[config.mk]
export PLATFORM = sky130hd
export DESIGN_NAME = pwm_capture_flat
export DESIGN_NICKNAME = d
export VERILOG_FILES = /design/src/rtl/pwm_capture_if.sv /design/src/rtl/pwm_capture.sv /design/src/flat_wrapper.sv
export SDC_FILE = /design/constraint.sdc
export NUM_CORES = 1
export LEC_CHECK = 0
export ABC_CLOCK_PERIOD_IN_PS = 2900
export BUFFER_PORTS_ARGS = -buffer_cell sky130_fd_sc_hd__clkbuf_2
export CORE_MARGIN = 2
export CORE_UTILIZATION = 50
export CTS_CLUSTER_DIAMETER = 60
export CTS_CLUSTER_SIZE = 40
export DETAILED_ROUTE_END_ITERATION = 7
export GPL_TIMING_DRIVEN = 0
export PLACE_DENSITY = 0.79
export RECOVER_POWER = 50
export SETUP_SLACK_MARGIN = 0.15
export SYNTH_ARGS = -nofsm -noshare
export SYNTH_HDL_FRONTEND = slang
export SYNTH_SLANG_ARGS = --single-unit
export TNS_END_PERCENT = 50
[constraint.sdc]
create_clock -name wb_clk_i -period 2.9 [get_ports wb_clk_i]
set_input_delay 0.58 -clock wb_clk_i [delete_from_list [all_inputs] [get_ports wb_clk_i]]
set_output_delay 0.58 -clock wb_clk_i [all_outputs]
set_load 0.05 [all_outputs]
[src/rtl/pwm_capture_if.sv]
// Register bus bundle for pwm_capture: valid/ready request with a one-cycle
// acknowledge, byte address, write data and read data.
interface pwm_capture_if;
    logic        valid_i;
    logic        ready_o;
    logic        we_i;
    logic [31:0] addr_i;
    logic [31:0] wdata_i;
    logic [31:0] rdata_o;

    modport master (
        output valid_i, we_i, addr_i, wdata_i,
        input  ready_o, rdata_o
    );

    modport slave (
        input  valid_i, we_i, addr_i, wdata_i,
        output ready_o, rdata_o
    );
endinterface

[src/rtl/pwm_capture.sv]
// pwm_capture: bus-mapped PWM input capture channel.
// Measures period (rise to rise) and high time (rise to fall) of an external
// PWM input in prescaled ticks, and flags each completed measurement.
// Optional build macro PWM_CAPTURE_GLITCH_FILTER_EN inserts a 4-sample
// agreement filter after the synchronizer (pulses under 4 clocks ignored).
module pwm_capture #(
    parameter int BITS       = 32,
    parameter int PRESCALE_W = 16
) (
    input  logic         wb_clk_i,
    input  logic         wb_rst_i,
    pwm_capture_if.slave bus,
    input  logic         cio_pwm_i,
    output logic         irq_o
);
    typedef enum logic [1:0] {
        ST_IDLE      = 2'd0,
        ST_ARMED     = 2'd1,
        ST_HIGH_SEEN = 2'd2
    } state_t;

    localparam logic [2:0] A_CTRL     = 3'd0;
    localparam logic [2:0] A_PRESCALE = 3'd1;
    localparam logic [2:0] A_PERIOD   = 3'd2;
    localparam logic [2:0] A_HIGH     = 3'd3;
    localparam logic [2:0] A_STATUS   = 3'd4;

    // ------------------------------------------------------------------
    // Input path: synchronizer, optional filter, edge detector
    // ------------------------------------------------------------------
    logic sync1_q, sync2_q, prev_q;
    logic level;
    logic rise, fall;

    // Two-flop synchronizer plus the previous-level register for edges
    always_ff @(posedge wb_clk_i) begin
        if (wb_rst_i) begin
            sync1_q <= 1'b0;
            sync2_q <= 1'b0;
            prev_q  <= 1'b0;
        end else begin
            sync1_q <= cio_pwm_i;
            sync2_q <= sync1_q;
            prev_q  <= level;
        end
    end

`ifdef PWM_CAPTURE_GLITCH_FILTER_EN
    logic [2:0] shift_q;
    logic       filt_q, filt_d;

    // Filtered level follows the input only once four samples agree
    always_comb begin
        filt_d = filt_q;
        if (&{sync2_q, shift_q}) begin
            filt_d = 1'b1;
        end else if (~|{sync2_q, shift_q}) begin
            filt_d = 1'b0;
        end
    end

    // Sample history and held filter output
    always_ff @(posedge wb_clk_i) begin
        if (wb_rst_i) begin
            shift_q <= 3'b000;
            filt_q  <= 1'b0;
        end else begin
            shift_q <= {shift_q[1:0], sync2_q};
            filt_q  <= filt_d;
        end
    end

    assign level = filt_d;
`else
    assign level = sync2_q;
`endif

    assign rise = level & ~prev_q;
    assign fall = ~level & prev_q;

    // ------------------------------------------------------------------
    // Bus decode
    // ------------------------------------------------------------------
    logic       ready_q, ready_d;
    logic [2:0] reg_sel;
    logic       wr_en, wr_ctrl, wr_pre, wr_stat;
    logic       unused_bits;

    assign reg_sel = bus.addr_i[4:2];
    // A write takes effect on the edge that closes the acknowledge cycle
    assign wr_en   = ready_q & bus.valid_i & bus.we_i;
    assign wr_ctrl = wr_en & (reg_sel == A_CTRL);
    assign wr_pre  = wr_en & (reg_sel == A_PRESCALE);
    assign wr_stat = wr_en & (reg_sel == A_STATUS);
    assign ready_d = bus.valid_i & ~ready_q;
    assign unused_bits = ^{bus.addr_i[31:5], bus.addr_i[1:0], bus.wdata_i};

    // ------------------------------------------------------------------
    // Configuration, flags and results
    // ------------------------------------------------------------------
    logic                  en_q, irq_en_q;
    logic [PRESCALE_W-1:0] prescale_q;
    logic [BITS-1:0]       period_q, period_d;
    logic [BITS-1:0]       high_q, high_d;
    logic                  valid_q, valid_d, ovf_q, ovf_d;
    logic                  irq_q;
    logic                  cap_set, ovf_set;

    // Hardware set wins over a same-cycle write-one-to-clear
    assign valid_d = cap_set | (valid_q & ~(wr_stat & bus.wdata_i[0]));
    assign ovf_d   = ovf_set | (ovf_q & ~(wr_stat & bus.wdata_i[1]));

    // Bus-visible registers, acknowledge and registered interrupt
    always_ff @(posedge wb_clk_i) begin
        if (wb_rst_i) begin
            ready_q    <= 1'b0;
            en_q       <= 1'b0;
            irq_en_q   <= 1'b0;
            prescale_q <= '0;
            period_q   <= '0;
            high_q     <= '0;
            valid_q    <= 1'b0;
            ovf_q      <= 1'b0;
            irq_q      <= 1'b0;
        end else begin
            ready_q  <= ready_d;
            period_q <= period_d;
            high_q   <= high_d;
            valid_q  <= valid_d;
            ovf_q    <= ovf_d;
            irq_q    <= irq_en_q & (valid_q | ovf_q);
            if (wr_ctrl) begin
                en_q     <= bus.wdata_i[0];
                irq_en_q <= bus.wdata_i[1];
            end
            if (wr_pre) begin
                prescale_q <= bus.wdata_i[PRESCALE_W-1:0];
            end
        end
    end

    // ------------------------------------------------------------------
    // Measurement state machine
    // ------------------------------------------------------------------
    state_t                state_q, state_d;
    logic [BITS-1:0]       cnt_q, cnt_d, cnt_inc;
    logic [BITS-1:0]       hi_shadow_q, hi_shadow_d;
    logic [PRESCALE_W-1:0] pre_cnt_q, pre_cnt_d;
    logic                  tick, cnt_max, kill;

    assign tick    = (pre_cnt_q == prescale_q);
    assign cnt_max = &cnt_q;
    // Value including this cycle's tick, so an edge coinciding with a tick
    // still counts that tick
    assign cnt_inc = cnt_q + BITS'(tick);
    // Disabled, or being disabled by a write on this edge
    assign kill    = ~en_q | (wr_ctrl & ~bus.wdata_i[0]);

    // Next-state, counter and capture logic
    always_comb begin
        state_d     = state_q;
        cnt_d       = cnt_q;
        hi_shadow_d = hi_shadow_q;
        period_d    = period_q;
        high_d      = high_q;
        cap_set     = 1'b0;
        ovf_set     = 1'b0;
        // Prescaler restarts on every rise so ticks are phase-aligned to it
        if (rise || tick) begin
            pre_cnt_d = '0;
        end else begin
            pre_cnt_d = pre_cnt_q + PRESCALE_W'(1);
        end

        if (kill) begin
            state_d   = ST_IDLE;
            cnt_d     = '0;
            pre_cnt_d = '0;
        end else begin
            case (state_q)
                ST_IDLE: begin
                    cnt_d = '0;
                    if (rise) begin
                        state_d = ST_ARMED;
                    end
                end
                ST_ARMED: begin
                    if (tick && cnt_max) begin
                        ovf_set = 1'b1;
                        state_d = ST_IDLE;
                    end else if (rise) begin
                        // High the whole period: restart without capturing
                        cnt_d = '0;
                    end else begin
                        cnt_d = cnt_inc;
                        if (fall) begin
                            hi_shadow_d = cnt_inc;
                            state_d     = ST_HIGH_SEEN;
                        end
                    end
                end
                ST_HIGH_SEEN: begin
                    if (tick && cnt_max) begin
                        ovf_set = 1'b1;
                        state_d = ST_IDLE;
                    end else if (rise) begin
                        period_d = cnt_inc;
                        high_d   = hi_shadow_q;
                        cap_set  = 1'b1;
                        cnt_d    = '0;
                        state_d  = ST_ARMED;
                    end else begin
                        cnt_d = cnt_inc;
                    end
                end
                default: begin
                    state_d = ST_IDLE;
                    cnt_d   = '0;
                end
            endcase
        end
    end

    // State, counters and high-time shadow
    always_ff @(posedge wb_clk_i) begin
        if (wb_rst_i) begin
            state_q     <= ST_IDLE;
            cnt_q       <= '0;
            hi_shadow_q <= '0;
            pre_cnt_q   <= '0;
        end else begin
            state_q     <= state_d;
            cnt_q       <= cnt_d;
            hi_shadow_q <= hi_shadow_d;
            pre_cnt_q   <= pre_cnt_d;
        end
    end

    // ------------------------------------------------------------------
    // Read data: only driven during the acknowledge cycle
    // ------------------------------------------------------------------
    logic [31:0] rdata_d;

    // Register read multiplexer
    always_comb begin
        rdata_d = 32'd0;
        if (ready_q) begin
            case (reg_sel)
                A_CTRL:     rdata_d = {30'd0, irq_en_q, en_q};
                A_PRESCALE: rdata_d = 32'(prescale_q);
                A_PERIOD:   rdata_d = 32'(period_q);
                A_HIGH:     rdata_d = 32'(high_q);
                A_STATUS:   rdata_d = {29'd0, level, ovf_q, valid_q};
                default:    rdata_d = 32'd0;
            endcase
        end
    end

    assign bus.ready_o = ready_q;
    assign bus.rdata_o = rdata_d;
    assign irq_o       = irq_q;
endmodule

[src/flat_wrapper.sv]
// flat-port wrapper written by rule: the top's interface ports become plain ports
module pwm_capture_flat 
#(
    parameter int BITS       = 32,
    parameter int PRESCALE_W = 16
)
  (wb_clk_i, wb_rst_i, cio_pwm_i, irq_o, bus_valid_i, bus_we_i, bus_addr_i, bus_wdata_i, bus_ready_o, bus_rdata_o);
  pwm_capture_if bus_i ();
  input  logic wb_clk_i;
  input  logic wb_rst_i;
  input  logic cio_pwm_i;
  output logic irq_o;
  input wire logic [$bits(bus_i.valid_i)-1:0] bus_valid_i;
  input wire logic [$bits(bus_i.we_i)-1:0] bus_we_i;
  input wire logic [$bits(bus_i.addr_i)-1:0] bus_addr_i;
  input wire logic [$bits(bus_i.wdata_i)-1:0] bus_wdata_i;
  output wire logic [$bits(bus_i.ready_o)-1:0] bus_ready_o;
  output wire logic [$bits(bus_i.rdata_o)-1:0] bus_rdata_o;
  assign bus_i.valid_i = bus_valid_i;
  assign bus_i.we_i = bus_we_i;
  assign bus_i.addr_i = bus_addr_i;
  assign bus_i.wdata_i = bus_wdata_i;
  assign bus_ready_o = bus_i.ready_o;
  assign bus_rdata_o = bus_i.rdata_o;
  pwm_capture #(.BITS(BITS), .PRESCALE_W(PRESCALE_W)) u_core (.wb_clk_i(wb_clk_i), .wb_rst_i(wb_rst_i), .bus(bus_i), .cio_pwm_i(cio_pwm_i), .irq_o(irq_o));
endmodule
==> Word level (Yosys, flattened, before mapping) <==
Index checks and enable logic that the tools add are counted.
{ "totals": {"out_inout_bits": 34, "ff_bits": 171, "in_bits": 69, "elab_cells": 84} }
{ "op_classes": {"bitwise_logic": 29, "n_reduce_logical": 12, "n_eq_ne": 9, "addsub": 2, "muxes": 16} }
{ "ops": {"columns": ["cell", "n"], "rows": [
  ["case mux 32 bit (5 select lines)", 1],
  ["2-to-1 mux 32 bit", 2],
  ["adder 32 x 1 -> 32 bit", 1],
  ["AND reduction 32 bit", 1],
  ["adder 16 x 1 -> 16 bit (second input constant)", 1],
  ["== test 16 bit", 1],
  ["AND 1 bit", 14],
  ["inverter 1 bit", 11],
  ["2-to-1 mux 2 bit", 5],
  ["2-to-1 mux 1 bit", 7],
  ["== test 3 x 2 -> 1 bit (second input constant)", 2],
  ["case mux 2 bit (3 select lines)", 1],
  ["OR reduction 3 bit", 2],
  ["AND reduction 5 bit", 1],
  ["bitwise OR 1 bit", 4],
  ["AND reduction 4 bit", 1],
  ["OR reduction 2 bit", 2],
  ["== test 3 x 1 -> 1 bit (second input constant)", 1],
  ["== test 3 bit (second input constant)", 1],
  ["logical NOT 3 bit", 1],
  ["!= test 3 x 1 -> 1 bit (second input constant)", 1],
  ["!= test 3 bit (second input constant)", 1],
  ["== test 2 x 1 -> 1 bit (second input constant)", 1],
  ["== test 2 bit (second input constant)", 1],
  ["4 further kinds", 4]
]} }

==> Longest topological paths before layout <==
{ "logic_depth": {"ltp_word": 7, "mapped_depth": 12, "depth_no_buf": 11} }

==> Least setup slack after synthesis <==
Ideal clock, no wire load.
{ "synth_timing": {"kind": "register -> register", "start": "register u_core.pre_cnt_q[7]", "end": "register u_core.hi_shadow_q[24]", "synth_period_minus_slack_ns": 2.893, "required_time_ns": 2.777, "setup_ns": 0.123, "stages_incl_launch_ff": 13, "path_buffers": 1, "arrival_time_ns": 2.769, "setup_slack_ns": 0.007, "path_cell_list": "dfxtp_1 > xor2_1 > nor4_1 > nand4_1 > inv_2 > ha_1 > ha_1 > nand3_1 > or4_1 > buf_6 > o31a_1 > o21ai_1 > mux2i_1"} }
{ "synth_between": {"elab_chain_cells": 4, "elab_cells_between_ends": 5, "cone_classes": "add/sub (1); eq/ne (1); bitwise (1); reduce/logical (2)"} }
{ "synth_lines": {"columns": ["element", "line", "text"], "rows": [
  ["from (decl)", "pwm_capture.sv:148", "logic [PRESCALE_W-1:0] pre_cnt_q, pre_cnt_d;"],
  ["from (signal assigned)", "pwm_capture.sv:235", "pre_cnt_q <= pre_cnt_d;"],
  ["== test 16 bit *", "pwm_capture.sv:151", "assign tick = (pre_cnt_q == prescale_q);"],
  ["parallel branches: the longest is 3 deep, another holds adder 32 x 1 -> 32 bit", null, null],
  ["to (signal assigned)", "pwm_capture.sv:234", "hi_shadow_q <= hi_shadow_d;"],
  ["to (decl)", "pwm_capture.sv:147", "logic [BITS-1:0] hi_shadow_q, hi_shadow_d;"]
]} }
Mark *: on every way between the ends.
A chain may end at the register's enable or synchronous reset.

==> Final worst setup path <==
{ "layout_timing": {"start": "register u_core.pre_cnt_q[2]", "end": "register u_core.period_q[24]"} }
{ "layout_between": {"elab_chain_cells": 4, "elab_cells_between_ends": 5, "cone_classes": "add/sub (1); eq/ne (1); bitwise (1); reduce/logical (2)"} }
{ "layout_lines": {"columns": ["element", "line", "text"], "rows": [
  ["== test 16 bit *", "pwm_capture.sv:151", null],
  ["parallel branches: the longest is 3 deep, another holds adder 32 x 1 -> 32 bit", null, null],
  ["to (signal assigned)", "pwm_capture.sv:127", "period_q <= period_d;"],
  ["to (decl)", "pwm_capture.sv:103", "logic [BITS-1:0] period_q, period_d;"]
]} }
Marked as above.

==> flow_summary_export.csv <==
group,metric,value,unit
clock_network,clk_latency,0.44,ns
route,drc,0,
timing,tightest_slew,0.711,ns
power_and_ir_drop,sequentialPowerShare,0.484,
synthesis,synth-edff-count,0,
placed_design,port_buffers,55,
timing,slew_headroom,0.526,
placed_design,dp_hpwl,13900,µm
setup_path,cp_slowest_cell,"or4_4",
floorplan,start_util,0.510,
timing,finalHoldWorstSlack,0.355,ns
synthesis,avgSynthCellArea,8.82,µm²
clock_network,ctsHoldBuffers,0,
route,drt_iter0_markers,675,
timing,hold_viol,0,
power_and_ir_drop,p_leak,3.44,nW
setup_path,path_common_cell,"ha_4",
power_and_ir_drop,netSwitchingPower,1.05,mW
run_status,violations,"negative setup slack",
setup_path,crit_path_end_kind,"register",
global_routing,antenna_found_initial,0,
synthesis,synth_ff_type,"dfxtp_1",
setup_path,worstPathCellList,"xor2_1, nor4_2, nand4_1, buf_6, inv_8, ha_4, ha_4, nand3_4, or4_4, buf_12, o31a_1, o21ai_2, mux2i_1",
floorplan,fp.dieW,131,µm
synthesis,synthTopCellsByCount,"nand2_1, dfxtp_1, mux2i_1, nor2_1, a21oi_1",
clock_network,htree_levels,4,
route,drt-wirelength-per-cell,16.9,µm
setup_path,path_class,"register to register",
synthesis,synthDistinctLibCells,52,
floorplan,die_h,131,µm
global_routing,grt_first_pass_wirelength,32100,µm
clock_network,cts.sinks,171,
floorplan,die-area,17200,µm²
flow_run,maxCapViolations,0,
clock_network,cts_root_buf,"clkbuf_16",
setup_path,arrival,3.23,ns
timing,finalCritPeriodShare,1.01,
floorplan,core_area,15800,µm²
setup_path,critPathRequiredTime,3.22,ns
layout,syn2layout_area_growth,20.1,%
synthesis,synth_top_area_cell,"dfxtp_1",
global_routing,grt_max_degree,17,
timing,min_period,2.92,ns
floorplan,rows,46,
min_path,hold_path_class,"input pin to register",
power_and_ir_drop,clock_power_share,0.485,
layout,fin_nets,1088,
synthesis,syn-instance-count,915,
power_and_ir_drop,intPower,3.81,mW
synthesis,postSynth.asyncResetShare,0,
synthesis,syn_area,8070,µm²
clock_network,cts_made_buffers,17,
timing,setup_violations,3,
route,dr.pass1.iters,5,
timing,clock.fmax,0.343,GHz
synthesis,synth_most_common_cell,"nand2_1",
layout,final_util,0.612,
power_and_ir_drop,comb_power_share,0.031,
setup_path,start_kind,"register",
clock_network,cts_tree,"yes",
synthesis,synth_nets,992,
clock_network,clk_pin_slew,0.06,ns
route,ant_nets,0,
synthesis,ys_seq_area_frac,0.424,
setup_path,cpPeakStageDelay,0.45,ns
timing,clock_skew,0.00867,ns
route,via_count,7045,
route,drt_wl_total,21000,µm
placed_design,place_ws,-0.547,ns
layout,drive_gt1_frac,0.197,
power_and_ir_drop,vdd_drop_max,0.377,mV
timing,setup-tns-final,-0.0367,ns
run_status,status,"complete, but fails checks",
setup_path,worstPathMaxFanout,6,
power_and_ir_drop,p_sw_frac,0.215,
global_routing,grt_pass1_vias,6424,
global_routing,track_usage,0.241,
route,avgViaCountPerCell,5.69,
floorplan,io_pins,103,
timing,rsz0062_at_grt,"yes",
placed_design,gp_congestion,0.866,
synthesis,ys_ff_latch,171,
timing,setup_slack,-0.0177,ns
timing,drv_slew,0,
synthesis,yosys_warnings,0,
power_and_ir_drop,power_per_cell_area,501,nW/µm²
layout,n_antenna_cell,0,
synthesis,netlist.area_leader.share,0.424,
clock_network,cts_buffer_depth,2,
global_routing,gr-total-overflow,0,
synthesis,synth_area_leaders,"dfxtp_1, mux2i_1, nand2_1, xor2_1, a21oi_1",
layout,nFillCells,1258,
==> stage by stage <==
stage / total power, mW / cell area, µm² / cells
2_1_floorplan: 2.49 / 8140 / 915
3_3_place_gp: 2.54 / 8680 / 1186
3_5_place_dp: 2.54 / 8680 / 1186
4_1_cts: 4.87 / 9520 / 1232
5_1_grt: 4.99 / 9690 / 1239
6_report: 4.86 / 9690 / 1239
==> per-layer routing <==
| layer | vias to the layer above | wire length [µm] | track usage |
|---|---|---|---|
| li1 | 3389 | - | - |
| met4 | 0 | 672 | 0.101 |
| met3 | 48 | 1260 | 0.0517 |
| met2 | 280 | 10000 | 0.388 |
| met5 | - | 0 | 0 |
| met1 | 3328 | 9020 | 0.313 |
==> placed cells by master (no fill, tap or decap), types with 16 or more instances in the layout <==
master     netlist  routed
xor2_1          30      30
mux2i_1        108     108
mux2_2          16      16
a22oi_1         18      18
clkbuf_16        0      17
a21oi_1         47      48
nor2_1          58      53
nand2_1        183     182
dfxtp_1        171     160
nand3_1         28      26
o21ai_0         28      17
clkbuf_1        28      42
clkbuf_2         0      49
buf_4            3      21
==> cell families (layout without fill, tap and decap cells) <==
logic type,after synthesis,after routing,share of synthesized area
XOR/XNOR,46,46,0.0499
AO/OA/AOI/OAI,143,143,0.112
flip-flops,171,171,0.424
buffers and inverters,66,174,0.0431
multiplexers,124,124,0.156
adder cells (fa/ha/maj),8,8,0.0124
AND/OR/NAND/NOR,357,357,0.202
==> power groups by stage <==
stage / clock [mW] / combinational [mW] / sequential (mW)
after detailed placement: 0 / 0.137 / 2.41
after floorplan: 0 / 0.0808 / 2.41
final: 2.36 / 0.150 / 2.35
after global routing: 2.47 / 0.161 / 2.35
after CTS: 2.37 / 0.145 / 2.35
after global placement: 0 / 0.136 / 2.41
==> state kept, by name, summed over array words and instances (netlist names), 2 cells and up <==
| register | cells |
|---|---|
| u_core.cnt_q | 32 |
| u_core.hi_shadow_q | 32 |
| u_core.high_q | 32 |
| u_core.period_q | 32 |
| u_core.pre_cnt_q | 16 |
| u_core.prescale_q | 16 |
| u_core.state_q | 2 |
==> what timing repair did <==
item	in CTS	in global routing
setup buffers	15	6
cloned	0	1
pin swaps	14	21
resized for setup	37	49
setup endpoints to repair	76	82
==> worst max-delay path, delay by kind of cell (launching register included) <==
kind / cells / cell delay, ns
AOI/OAI and AO/OA: 2 / 0.46
xor gates and xnor gates: 1 / 0.13
adders and majority gates: 2 / 0.31
buffers and inverters: 3 / 0.39
DFF: 1 / 0.41
muxes: 1 / 0.10
and+or+nand+nor: 4 / 1.00
==> area by class of cell <==
type	instances	area, µm²	share of cell area
buffer	56	309	0.0319
clock buffer	21	470	0.0485
inverter	10	45.0	0.00465
timing repair buffer	77	435	0.0449
tap	216	270	0.0279
multi-input combinational	678	4580	0.473
clock inverter	10	141	0.0146
sequential	171	3440	0.355
==> path summary, 6_finish.rpt <==
| check | start | end | slack [ns] | depth (start not counted) |
|---|---|---|---|---|
| setup / recovery | u_core.pre_cnt_q[2] | u_core.period_q[24] | -0.02 | 13 |
| hold / removal | cio_pwm_i | u_core.sync1_q | 0.35 | 2 |
| setup reg to reg | u_core.pre_cnt_q[2] | u_core.period_q[24] | -0.02 | 13 |
| hold reg to reg | u_core.sync1_q | u_core.level | 0.44 | 1 |
Power figures use the tool's default switching activity.
